<file path="config.mk">
export PLATFORM = sky130hd
export DESIGN_NAME = cs_final_add
export DESIGN_NICKNAME = d
export VERILOG_FILES = /design/src/rtl/cs_final_add.sv
export SDC_FILE = /design/constraint.sdc
export NUM_CORES = 1
export LEC_CHECK = 0
export CAP_MARGIN = 20
export CELL_PAD_IN_SITES_DETAIL_PLACEMENT = 0
export CELL_PAD_IN_SITES_GLOBAL_PLACEMENT = 1
export CORE_MARGIN = 2
export CORE_UTILIZATION = 33
export CTS_BUF_LIST = sky130_fd_sc_hd__clkbuf_4
export DETAILED_ROUTE_END_ITERATION = 10
export HOLD_SLACK_MARGIN = 0.06
export PLACE_DENSITY = 0.73
export SYNTH_ARGS = -nofsm -noshare
export SYNTH_HDL_FRONTEND = slang
export SYNTH_SLANG_ARGS = --single-unit
</file>
<file path="constraint.sdc">
create_clock -name clk -period 1.8 [get_ports clk]
set_clock_uncertainty 0.15 [all_clocks]
set_input_delay 0.27 -clock clk [delete_from_list [all_inputs] [get_ports clk]]
set_output_delay 0.27 -clock clk [all_outputs]
set_load 0.005 [all_outputs]
</file>
<file path="src/rtl/cs_final_add.sv">
// Two-stage carry-save to binary final adder with valid/ready flow control.
// Optional sticky output enabled by defining CS_FINAL_ADD_STICKY_EN.
module cs_final_add #(
    parameter int N   = 14,
    parameter int LO  = 7,
    parameter int STK = 4
) (
    input  logic         clk,
    input  logic         reset,
    input  logic [N-1:0] in_t,
    input  logic [N-1:0] in_s,
    input  logic         in_valid,
    output logic         in_ready,
    output logic [N:0]   out_sum,
    output logic         out_sticky,
    output logic         out_valid,
    input  logic         out_ready
);

    localparam int HW = N - LO;

    logic [LO-1:0] lo_sum_q, lo_sum_d;
    logic          c1_q, c1_d;
    logic [HW-1:0] t_hi_q, t_hi_d;
    logic [HW-1:0] s_hi_q, s_hi_d;
    logic          v1_q, v1_d;
    logic [N:0]    sum_q, sum_d;
    logic          v2_q, v2_d;
    logic          adv1_s, adv2_s;
    logic [LO:0]   lo_full_s;
    logic [HW:0]   hi_full_s;

    // Pipeline advance conditions: a stage moves when it is empty or its successor moves.
    always_comb begin
        adv2_s   = !v2_q || out_ready;
        adv1_s   = !v1_q || adv2_s;
        in_ready = adv1_s;
    end

    // Stage 1: low-slice add and capture of the upper slices.
    always_comb begin
        lo_full_s = {1'b0, in_t[LO-1:0]} + {1'b0, in_s[LO-1:0]};
        lo_sum_d  = lo_sum_q;
        c1_d      = c1_q;
        t_hi_d    = t_hi_q;
        s_hi_d    = s_hi_q;
        v1_d      = v1_q;
        if (adv1_s) begin
            lo_sum_d = lo_full_s[LO-1:0];
            c1_d     = lo_full_s[LO];
            t_hi_d   = in_t[N-1:LO];
            s_hi_d   = in_s[N-1:LO];
            v1_d     = in_valid;
        end else begin
            v1_d     = v1_q;
        end
    end

    // Stage 2: upper-slice add with the stage-1 carry, concatenated with the low sum.
    always_comb begin
        hi_full_s = {1'b0, t_hi_q} + {1'b0, s_hi_q} + {{HW{1'b0}}, c1_q};
        sum_d     = sum_q;
        v2_d      = v2_q;
        if (adv2_s) begin
            sum_d = {hi_full_s, lo_sum_q};
            v2_d  = v1_q;
        end else begin
            v2_d  = v2_q;
        end
    end

    // Pipeline registers with synchronous reset.
    always_ff @(posedge clk) begin
        if (reset) begin
            lo_sum_q <= {LO{1'b0}};
            c1_q     <= 1'b0;
            t_hi_q   <= {HW{1'b0}};
            s_hi_q   <= {HW{1'b0}};
            v1_q     <= 1'b0;
            sum_q    <= {(N+1){1'b0}};
            v2_q     <= 1'b0;
        end else begin
            lo_sum_q <= lo_sum_d;
            c1_q     <= c1_d;
            t_hi_q   <= t_hi_d;
            s_hi_q   <= s_hi_d;
            v1_q     <= v1_d;
            sum_q    <= sum_d;
            v2_q     <= v2_d;
        end
    end

    assign out_sum   = sum_q;
    assign out_valid = v2_q;

`ifdef CS_FINAL_ADD_STICKY_EN
    logic sticky_q, sticky_d;

    function automatic logic sticky_of(input logic [N:0] v);
        sticky_of = |v[STK-1:0];
    endfunction

    // Sticky follows the stage-2 sum update so it stays aligned with out_sum.
    always_comb begin
        sticky_d = sticky_q;
        if (adv2_s) begin
            sticky_d = sticky_of(sum_d);
        end else begin
            sticky_d = sticky_q;
        end
    end

    // Sticky register.
    always_ff @(posedge clk) begin
        if (reset) begin
            sticky_q <= 1'b0;
        end else begin
            sticky_q <= sticky_d;
        end
    end

    assign out_sticky = sticky_q;
`else
    assign out_sticky = 1'b0;
`endif

endmodule

</file>
After elaboration in Yosys (flattened, before gate mapping)
Cells that the tools add are included.
{"block": "op_classes", "n_addsub": 3, "n_reduce_logical": 4}
{"op": "7-bit by 7-bit adder with 8-bit output", "n": 2}
{"op": "8-bit by 1-bit adder with 8-bit output", "n": 1}
{"op": "1-bit logical NOT", "n": 2}
{"op": "1-bit logical OR", "n": 2}
{"block": "word_totals", "ff_bits": 39, "input_bits": 32, "output_inout_bits": 18, "word_cells": 14}

Longest topological paths before layout
Gate-level depths: netlist (run 1).
{"block": "logic_depth", "word_depth": 3, "ltp_mapped": 7}

Least setup slack after synthesis (run 1)
OpenSTA, ideal clock, no wires.
{"block": "synth_path", "path_kind": "register -> register", "startpoint": "register c1_q", "endpoint": "register sum_q[11] (netlist: out_sum[11])", "t_arrival_ns": 1.760, "path_slack_ns": -0.172, "path_stages_with_launch": 8, "path_buffers": 0, "path_cell_list": "dfxtp_1 fa_1 inv_1 fa_1 nor2b_4 o21a_1 or4_1 nand3_1"}
{"block": "synth_via", "elab_chain_len": 1}
{"element": "start: declaration", "line": "23", "source": "logic c1_q, c1_d;"}
{"element": "start signal: assignment", "line": "76", "source": "c1_q <= 1'b0;"}
{"element": "start signal: assignment", "line": "84", "source": "c1_q <= c1_d;"}
{"element": "8-bit by 1-bit adder with 8-bit output", "line": "61", "source": "hi_full_s = {1'b0, t_hi_q} + {1'b0, s_hi_q} + {{HW{1'b0}}, c1_q};"}
{"element": "end signal: assignment", "line": "80", "source": "sum_q <= {(N+1){1'b0}};"}
{"element": "end signal: assignment", "line": "88", "source": "sum_q <= sum_d;"}
{"element": "end: declaration", "line": "27", "source": "logic [N:0] sum_q, sum_d;"}
No other way between the ends.
A chain may end at the register's enable or synchronous reset.

Worst setup path after layout (run 1)
Same ends and word-level chain as after synthesis.

==> out/qor.tcl, run 1 <==
set qor(timing.hold.worst.start) {in_s[1]}
set qor(reg2regPathDepth) 7
set qor(gp_routability_congestion) 0.808
set qor(path_cells) {fa_2 -> inv_2 -> fa_2 -> nor2b_4 -> o21a_1 -> or4_1 -> nand3_1}
set qor(yosys_most_used_dff) {dfxtp_1}
set qor(power.sequential.fraction_pct) 48.5
set qor(violations) {setup timing}
set qor(final_max_slew_viol_count) 0
set qor(comb_power_share_pct) 22.5
set qor(syn2layout_area_growth_pct) 42.5
set qor(maximum_number_of_pins_on_one_net_before_global_route_repair) 22
set qor(drt-total-wl_um) 4930
set qor(synth.area.mux_share_pct) 0
set qor(vias_in_the_first_global_route) 1721
set qor(timing.critical_path.from_type) {flip-flop}
set qor(first_iter_violations) 53
set qor(setup_tns_ns) -0.317
set qor(swShare_pct) 26.3
set qor(clock_tree.htree_level_count) 2
set qor(globalRoute.totalOverflow) 0
set qor(drive_gt1_share_pct) 18.3
set qor(crit_start) {c1_q}
set qor(critical-path-slowest-cell) {fa_2}
set qor(clock_power_share_pct) 28.9
set qor(ff_to_ff_setup_slack_ns) -0.13
set qor(post-route-worst-setup-slack_ns) -0.131
set qor(effective_utilization_at_floorplan_pct) 34.1
set qor(synth-compound-area-share_pct) 18.7
set qor(crit_path_end_kind) {flip-flop}
set qor(worst_skew_pair.late_latency_ns) 0.35
set qor(ctsRootBufferMaster) {clkbuf_4}
set qor(arrival_ns) 2.08
set qor(biggest_fanout_along_the_worst_timing_path) 3
set qor(tightest_hold_check_type) {input pin to flip-flop}
set qor(peakVddDrop_uv) 317
set qor(rsz0062_at_grt) {true}
set qor(nets) 359
set qor(drc_errors) 0
set qor(synth.ff_latch_count) 39
set qor(max_cap_viol_count) 0
set qor(total_leakage_power_uw) 0.00121
set qor(worstPathRequired_ns) 1.95
set qor(synth_top_area_share_pct) 38.9
set qor(report.final.setup_viol) 3
set qor(wire_per_inst_um) 12.7
set qor(cellInternalPower_uw) 1480
set qor(clk_pin_slew_worst_paths_ns) 0.12
set qor(critical_path.n_buffers_inverters) 1
set qor(fin_crit_sh_pct) 107
set qor(worst_hold_slack_ns) 0.274
set qor(numPortBuffers) 48
set qor(wire_length_of_the_first_global_routing_pass_um) 7980
set qor(tritoncts) {built}
set qor(die_h_um) 82.0
set qor(largest_family_of_logic_cells_by_synthesized_area) {simple AND/OR/NAND/NOR gates}
set qor(final_antenna_net_count) 0
set qor(syn_area_per_cell_um2) 8.30
set qor(largest_delay_share_family_worst_path) {adder cells}
set qor(rr_endpoint) {out_sum[11]}
set qor(power-per-cell-area_nw_per_um2) 703
set qor(min_to) {lo_sum_q[1]}
set qor(pre_cts_slack_ns) -0.516
set qor(hold_fails_final_rpt) 0
set qor(post-synth-top-area-cell) {dfxtp_1}
set qor(io_pins) 50
set qor(max-clock-path-buffers) 2
set qor(synthDistinctLibCells) 41
set qor(cp_num_cells) 7
set qor(antenna-diode-count) 0
set qor(die_area_um2) 6730
set qor(synthXorXnorAreaFrac_pct) 0
set qor(run_status) {finished, violations left}
set qor(cts.sink_count) 39
set qor(synth_sequential_area_ratio_pct) 38.9
set qor(drt_first_pass_iters) 4
set qor(worst_reg2reg_path_startpoint) {c1_q}
set qor(fp-row-count) 28
set qor(fp.coreArea_um2) 5890
set qor(timing_worst_setup_path_type) {flip-flop to flip-flop}
set qor(route.detailed.vias_per_inst) 4.95
set qor(synth-warning-count) 0
set qor(maxClockFrequency_mhz) 518
set qor(grt_antenna_before_repair) 0
set qor(total_switching_power_uw) 529
set qor(syn_area_um2) 2010
set qor(async_flop_share_pct) 0
set qor(yosys.area_share.adder_pct) 11.1
set qor(largest_incremental_delay_on_the_critical_path_ns) 0.39
set qor(synth_cells) 242
set qor(synth.top_cells.by_area) {dfxtp_1, nand2_1, ha_1}
set qor(grt.total_usage_pct) 15.5
set qor(worstHoldPathCells) 4
set qor(cts_made_buffers) 5
set qor(routed-via-count) 1916
set qor(share_of_synthesized_cell_area_in_and_or_nand_and_nor_gates_pct) 25.0
set qor(finalCriticalPeriod_ns) 1.93
set qor(post-dp-hpwl_um) 3750
set qor(synth_enable_flop_cells) 0
set qor(cts_hold_buffers) 0
set qor(die_w_um) 82.0
set qor(crit_top_cell) {fa_2}
set qor(postSynthNetCount) 290
## synth_stat cells, types with 2 or more instances
| cell type | instances |
|---|---|
| fa_1 | 3 |
| buf_1 | 2 |
| nor2b_4 | 2 |
| dfxtp_1 | 39 |
| a211oi_1 | 2 |
| a21o_1 | 2 |
| buf_2 | 6 |
| a2111o_1 | 2 |
| nor3_1 | 6 |
| or4_1 | 3 |
| nor2_1 | 8 |
| ha_1 | 13 |
| inv_1 | 7 |
| o2111ai_1 | 3 |
| nand3_1 | 10 |
| o211ai_1 | 5 |
| o21ai_1 | 3 |
| nor2b_1 | 2 |
| buf_4 | 2 |
| nand2_1 | 55 |
| a21oi_1 | 30 |
| and3_1 | 2 |
| and2_1 | 2 |
| clkbuf_1 | 3 |
| a31oi_1 | 6 |
| o21ai_0 | 3 |
| o21a_1 | 2 |
| nor4b_1 | 6 |
## layer usage
metal | track usage [%] | share of wire (%) | vias up | wire length, um
li1 | - | - | 988 | -
met5 | 0 | 0 | - | 0
met3 | 3.74 | 6.0 | 6 | 294
met2 | 23.7 | 44 | 55 | 2160
met1 | 21.6 | 49 | 867 | 2410
met4 | 4.50 | 1.3 | 0 | 65
## sequential cells by signal, summed over array words and instances (netlist names)
name and flops:
s_hi_q 7, out_sum 15, c1_q 1, out_valid 1
lo_sum_q 7, t_hi_q 7, v1_q 1
## what timing repair did
action,CTS,global route
pin swaps,10,6
gates resized for setup,12,6
endpoints found under the setup margin,5,8
setup buffers,2,1
## worst max-delay path by stage
stage,to,slack [ns]
3_3_place_gp,lo_sum_q[6],-0.49
6_report,out_sum[11],-0.13
3_5_place_dp,lo_sum_q[6],-0.52
2_1_floorplan,out_sum[11],-0.05
5_1_grt,out_sum[13],-0.21
4_1_cts,out_sum[11],-0.14
## layout by cell type, fill, tap and decap left out, drive strengths merged, types with 3 or more instances in the layout
master | synthesis | layout
fa | 3 | 3
nand2 | 55 | 55
dfxtp | 39 | 39
or4 | 3 | 3
o2111ai | 3 | 3
inv | 8 | 8
a21oi | 30 | 30
ha | 13 | 13
dlymetal6s2s | 0 | 3
nand3 | 10 | 10
a31oi | 6 | 6
o21ai | 6 | 6
buf | 11 | 29
nor2b | 4 | 4
dlygate4sd2 | 0 | 4
clkdlybuf4s50 | 0 | 41
nor3 | 6 | 6
o211ai | 5 | 5
nor4b | 6 | 6
nor2 | 8 | 8
clkbuf | 4 | 5
## stage by stage
| stage | instance area [um2] | total power (uW) | utilization [%] | std cells |
|---|---|---|---|---|
| 4_1_cts | 2830 | 2020 | 48.0 | 386 |
| 2_1_floorplan | 2020 | 1210 | - | 242 |
| 6_report | 2860 | 2010 | 48.7 | 387 |
| 3_5_place_dp | 2720 | 1440 | 46.2 | 376 |
| 5_1_grt | 2860 | 2120 | 48.7 | 387 |
| 3_3_place_gp | 2720 | 1430 | 46.2 | 376 |
## area by class of cell
cell class,count,area (um2)
clock buffers,5,37.5
well taps,75,93.8
clock inverters,3,38.8
inverters,8,30.0
fillers,624,3020
repair buffers,77,726
flip-flops and latches,39,785
multi-input cells,180,1150
## tightest hold or removal path, cell delays in order
cell	delay (ns)
dlymetal6s2s_1	0.14
inv_1	0.08
fa_2	0.19
a211oi_1	0.06
## power by group through the flow
| stage | Sequential (uW) | Clock [uW] | Combinational (uW) |
|---|---|---|---|
| 4_1_cts | 979 | 597 | 448 |
| 2_1_floorplan | 988 | 0 | 221 |
| 3_5_place_dp | 998 | 0 | 439 |
| 5_1_grt | 986 | 631 | 505 |
| 3_3_place_gp | 997 | 0 | 433 |
| 6_report | 977 | 582 | 454 |
## logic make-up after synthesis
family,count (synthesis)
adder cells (fa/ha/maj),16
AO/OA/AOI/OAI,61
buffers and inverters,23
other,1
AND/OR/NAND/NOR,102
flip-flops,39
(Power assumes the default switching activity.)
==> run 2: changes to the inputs <==
- SETUP_SLACK_MARGIN: not set -> 0.4
==> run 2 against run 1 <==
Against the previous run:
- the run still ends with setup timing left
- largest cell class unchanged
- first-iteration DRC count rose by 110%
- largest power group unchanged
- critical path type unchanged
- non-clock buffer count up 12
- clock power is 27% lower
- via count rose by 3.3%
==> out/qor.tcl, run 2 (synthesis gave the netlist of run 1 again) <==
set qor(run_status) {finished, violations left} ;# unchanged
set qor(violations) {setup timing} ;# unchanged
set qor(fin_area_um2) 3250 ;# was 2860 um2
set qor(worstHoldPathCells) 4 ;# unchanged
set qor(first_iter_violations) 111 ;# was 53
set qor(clk_pin_slew_worst_paths_ns) 0.12 ;# about the same
set qor(critical_path.n_buffers_inverters) 1 ;# unchanged
set qor(crit_path_end_kind) {flip-flop} ;# unchanged
set qor(numPortBuffers) 48 ;# unchanged
set qor(routed-via-count) 1979 ;# was 1916
set qor(gp_routability_congestion) 0.766 ;# was 0.808
set qor(wire_length_of_the_first_global_routing_pass_um) 8040 ;# was 7980 um
set qor(antenna-diode-count) 0 ;# unchanged
set qor(effective_utilization_at_floorplan_pct) 34.1 ;# unchanged
set qor(hold_fails_final_rpt) 0 ;# unchanged
set qor(wire_per_inst_um) 13.4 ;# was 12.7 um
set qor(finalCriticalPeriod_ns) 1.92 ;# was 1.93 ns
set qor(worstPathRequired_ns) 1.95 ;# about the same
set qor(die_w_um) 82.0 ;# unchanged
set qor(final_max_slew_viol_count) 0 ;# unchanged
set qor(drt-total-wl_um) 5300 ;# was 4930 um
set qor(clock_tree.htree_level_count) 2 ;# unchanged
set qor(largest_incremental_delay_on_the_critical_path_ns) 0.39 ;# about the same
set qor(maxClockFrequency_mhz) 522 ;# was 518 MHz
set qor(max-clock-path-buffers) 2 ;# unchanged
set qor(crit_top_cell) {fa_2} ;# unchanged
set qor(layout_common_cells) {nand2_1, buf_4, dfxtp_2, clkdlybuf4s50_1} ;# was nand2_1, clkdlybuf4s50_1, dfxtp_1, a21oi_1, buf_4
set qor(grt.total_usage_pct) 15.6 ;# was 15.5%
set qor(cp_num_cells) 7 ;# unchanged
set qor(report.final.setup_viol) 4 ;# was 3
set qor(layout_commonest_cell) {nand2_1} ;# unchanged
set qor(fillerInstances) 577 ;# was 624
set qor(post-dp-hpwl_um) 3760 ;# was 3750 um
set qor(ctsRootBufferMaster) {clkbuf_4} ;# unchanged
set qor(drc_errors) 0 ;# unchanged
set qor(peakVddDrop_uv) 318 ;# was 317 uV
set qor(largest_delay_share_family_worst_path) {adder cells} ;# unchanged
set qor(nets) 371 ;# was 359
set qor(worst_hold_slack_ns) 0.157 ;# was 0.274 ns
set qor(arrival_ns) 2.07 ;# was 2.08 ns
set qor(swShare_pct) 28.1 ;# was 26.3%
set qor(cts.sink_count) 39 ;# unchanged
set qor(fp-row-count) 28 ;# unchanged
set qor(cts_hold_buffers) 0 ;# unchanged
set qor(post-route-worst-setup-slack_ns) -0.117 ;# was -0.131 ns
set qor(power.sequential.fraction_pct) 51.4 ;# was 48.5%
set qor(drive_gt1_share_pct) 41.0 ;# was 18.3%
set qor(ff_to_ff_setup_slack_ns) -0.12 ;# was -0.13 ns
set qor(fin_crit_sh_pct) 106 ;# was 107%
set qor(syn2layout_area_growth_pct) 61.6 ;# was 42.5%
set qor(vias_in_the_first_global_route) 1645 ;# was 1721
set qor(timing.critical_path.from_type) {flip-flop} ;# unchanged
set qor(cellInternalPower_uw) 1390 ;# was 1480 uW
set qor(total_switching_power_uw) 543 ;# was 529 uW
set qor(globalRoute.totalOverflow) 0 ;# unchanged
set qor(tightest_hold_check_type) {input pin to flip-flop} ;# unchanged
set qor(die_h_um) 82.0 ;# unchanged
set qor(post_dp_cell_area_um2) 2780 ;# was 2720 um2
set qor(maximum_number_of_pins_on_one_net_before_global_route_repair) 21 ;# was 22
set qor(cts_made_buffers) 5 ;# unchanged
set qor(rsz0062_at_grt) {true} ;# unchanged
set qor(drt_first_pass_iters) 4 ;# unchanged
set qor(reg2regPathDepth) 7 ;# unchanged
set qor(grt_antenna_before_repair) 0 ;# unchanged
set qor(largest_reg_flops) 15 ;# unchanged
set qor(io_pins) 50 ;# unchanged
set qor(biggest_fanout_along_the_worst_timing_path) 3 ;# unchanged
set qor(route.detailed.vias_per_inst) 4.98 ;# was 4.95
set qor(timing_worst_setup_path_type) {flip-flop to flip-flop} ;# unchanged
set qor(max_cap_viol_count) 0 ;# unchanged
set qor(worst_skew_pair.late_latency_ns) 0.34 ;# was 0.35 ns
set qor(final_antenna_net_count) 0 ;# unchanged
set qor(path_cells) {fa_2 -> inv_2 -> fa_2 -> nor2b_4 -> o21a_1 -> or4_1 -> nand3_1} ;# unchanged
set qor(tritoncts) {built} ;# unchanged
set qor(clock_power_share_pct) 21.9 ;# was 28.9%
set qor(total_leakage_power_uw) 0.00150 ;# was 0.00121 uW
set qor(critical-path-slowest-cell) {fa_2} ;# unchanged
set qor(power-per-cell-area_nw_per_um2) 594 ;# was 703 nW/um2
set qor(die_area_um2) 6730 ;# unchanged
set qor(comb_power_share_pct) 26.7 ;# was 22.5%
set qor(fp.coreArea_um2) 5890 ;# unchanged
[run 2: cell types whose count changed in the layout (fill, tap and decap cells not counted), moves of 12 or more]
cell / before / now
dfxtp_1: 36 / 18
dlygate4sd2_1: 4 / 17
clkdlybuf4s50_1: 41 / 21
buf_6: 0 / 12
nand2_4: 0 / 13
nand2_1: 55 / 40
a21oi_2: 0 / 18
dfxtp_2: 3 / 21
a21oi_1: 30 / 12
[run 2: path summary, 6_finish.rpt]
path | start | to
max | s_hi_q[0] | out_sum[11]
min | in_t[0] | lo_sum_q[0]
max reg2reg | s_hi_q[0] | out_sum[11]
min reg2reg | out_sum[7] | out_sum[7]
[run 2: per-stage QoR]
stage | util (%) | setup TNS [ns] | cells | setup WS, ns | total power (uW)
after floorplan | - | -0.0808 | 242 | -0.0490 | 1230
after global placement | 47.2 | -2.21 | 375 | -0.441 | 1450
after detailed placement | 47.2 | -2.35 | 375 | -0.460 | 1460
after CTS | 50.4 | -0.228 | 392 | -0.114 | 1900
after global routing | 55.2 | -0.687 | 397 | -0.200 | 2030
final | 55.2 | -0.313 | 397 | -0.117 | 1930
[run 2: metal layers]
| metal | routed length (um) | part of all wire (%) | global-route usage (%) | up-vias |
|---|---|---|---|---|
| met4 | 68 | 1.3 | 5.00 | 0 |
| li1 | - | - | - | 1013 |
| met1 | 2640 | 50 | 23.0 | 914 |
| met2 | 2310 | 44 | 22.3 | 48 |
| met3 | 275 | 5.2 | 3.41 | 4 |
| met5 | 0 | 0 | 0 | - |
[run 2: power groups by stage]
stage	sequential [uW]	combinational (uW)	clock, uW
6_report	992	515	423
5_1_grt	1000	567	464
4_1_cts	982	483	433
3_5_place_dp	997	463	0
3_3_place_gp	995	459	0
2_1_floorplan	988	239	0
[run 2: repair_timing]
action                     in CTS  in global routing
pin swaps                      19                 27
resized for setup              80                 61
gates cloned                    0                  1
setup endpoints to repair      46                 32
setup buffers                  11                  4
[run 2: tightest hold or removal path, cell delays in order]
cell     delay [ns]
buf_6          0.07
ha_4           0.11
nand2_1        0.06
a21oi_2        0.11
[run 2: cell type report]
| type | count | area (um2) | share of cell area, % |
|---|---|---|---|
| sequential | 39 | 807 | 24.8 |
| inverter | 8 | 30.0 | 0.924 |
| clock buffer | 6 | 45.0 | 1.39 |
| tap | 75 | 93.8 | 2.89 |
| timing repair buffer | 89 | 856 | 26.3 |
| multi-input combinational | 180 | 1420 | 43.6 |
==> run 3: changes to the inputs <==
- CTS_CLUSTER_DIAMETER: not set -> 40
==> results of run 3 <==
No change in the layout: final DEF, timing and power equal those of run 2.
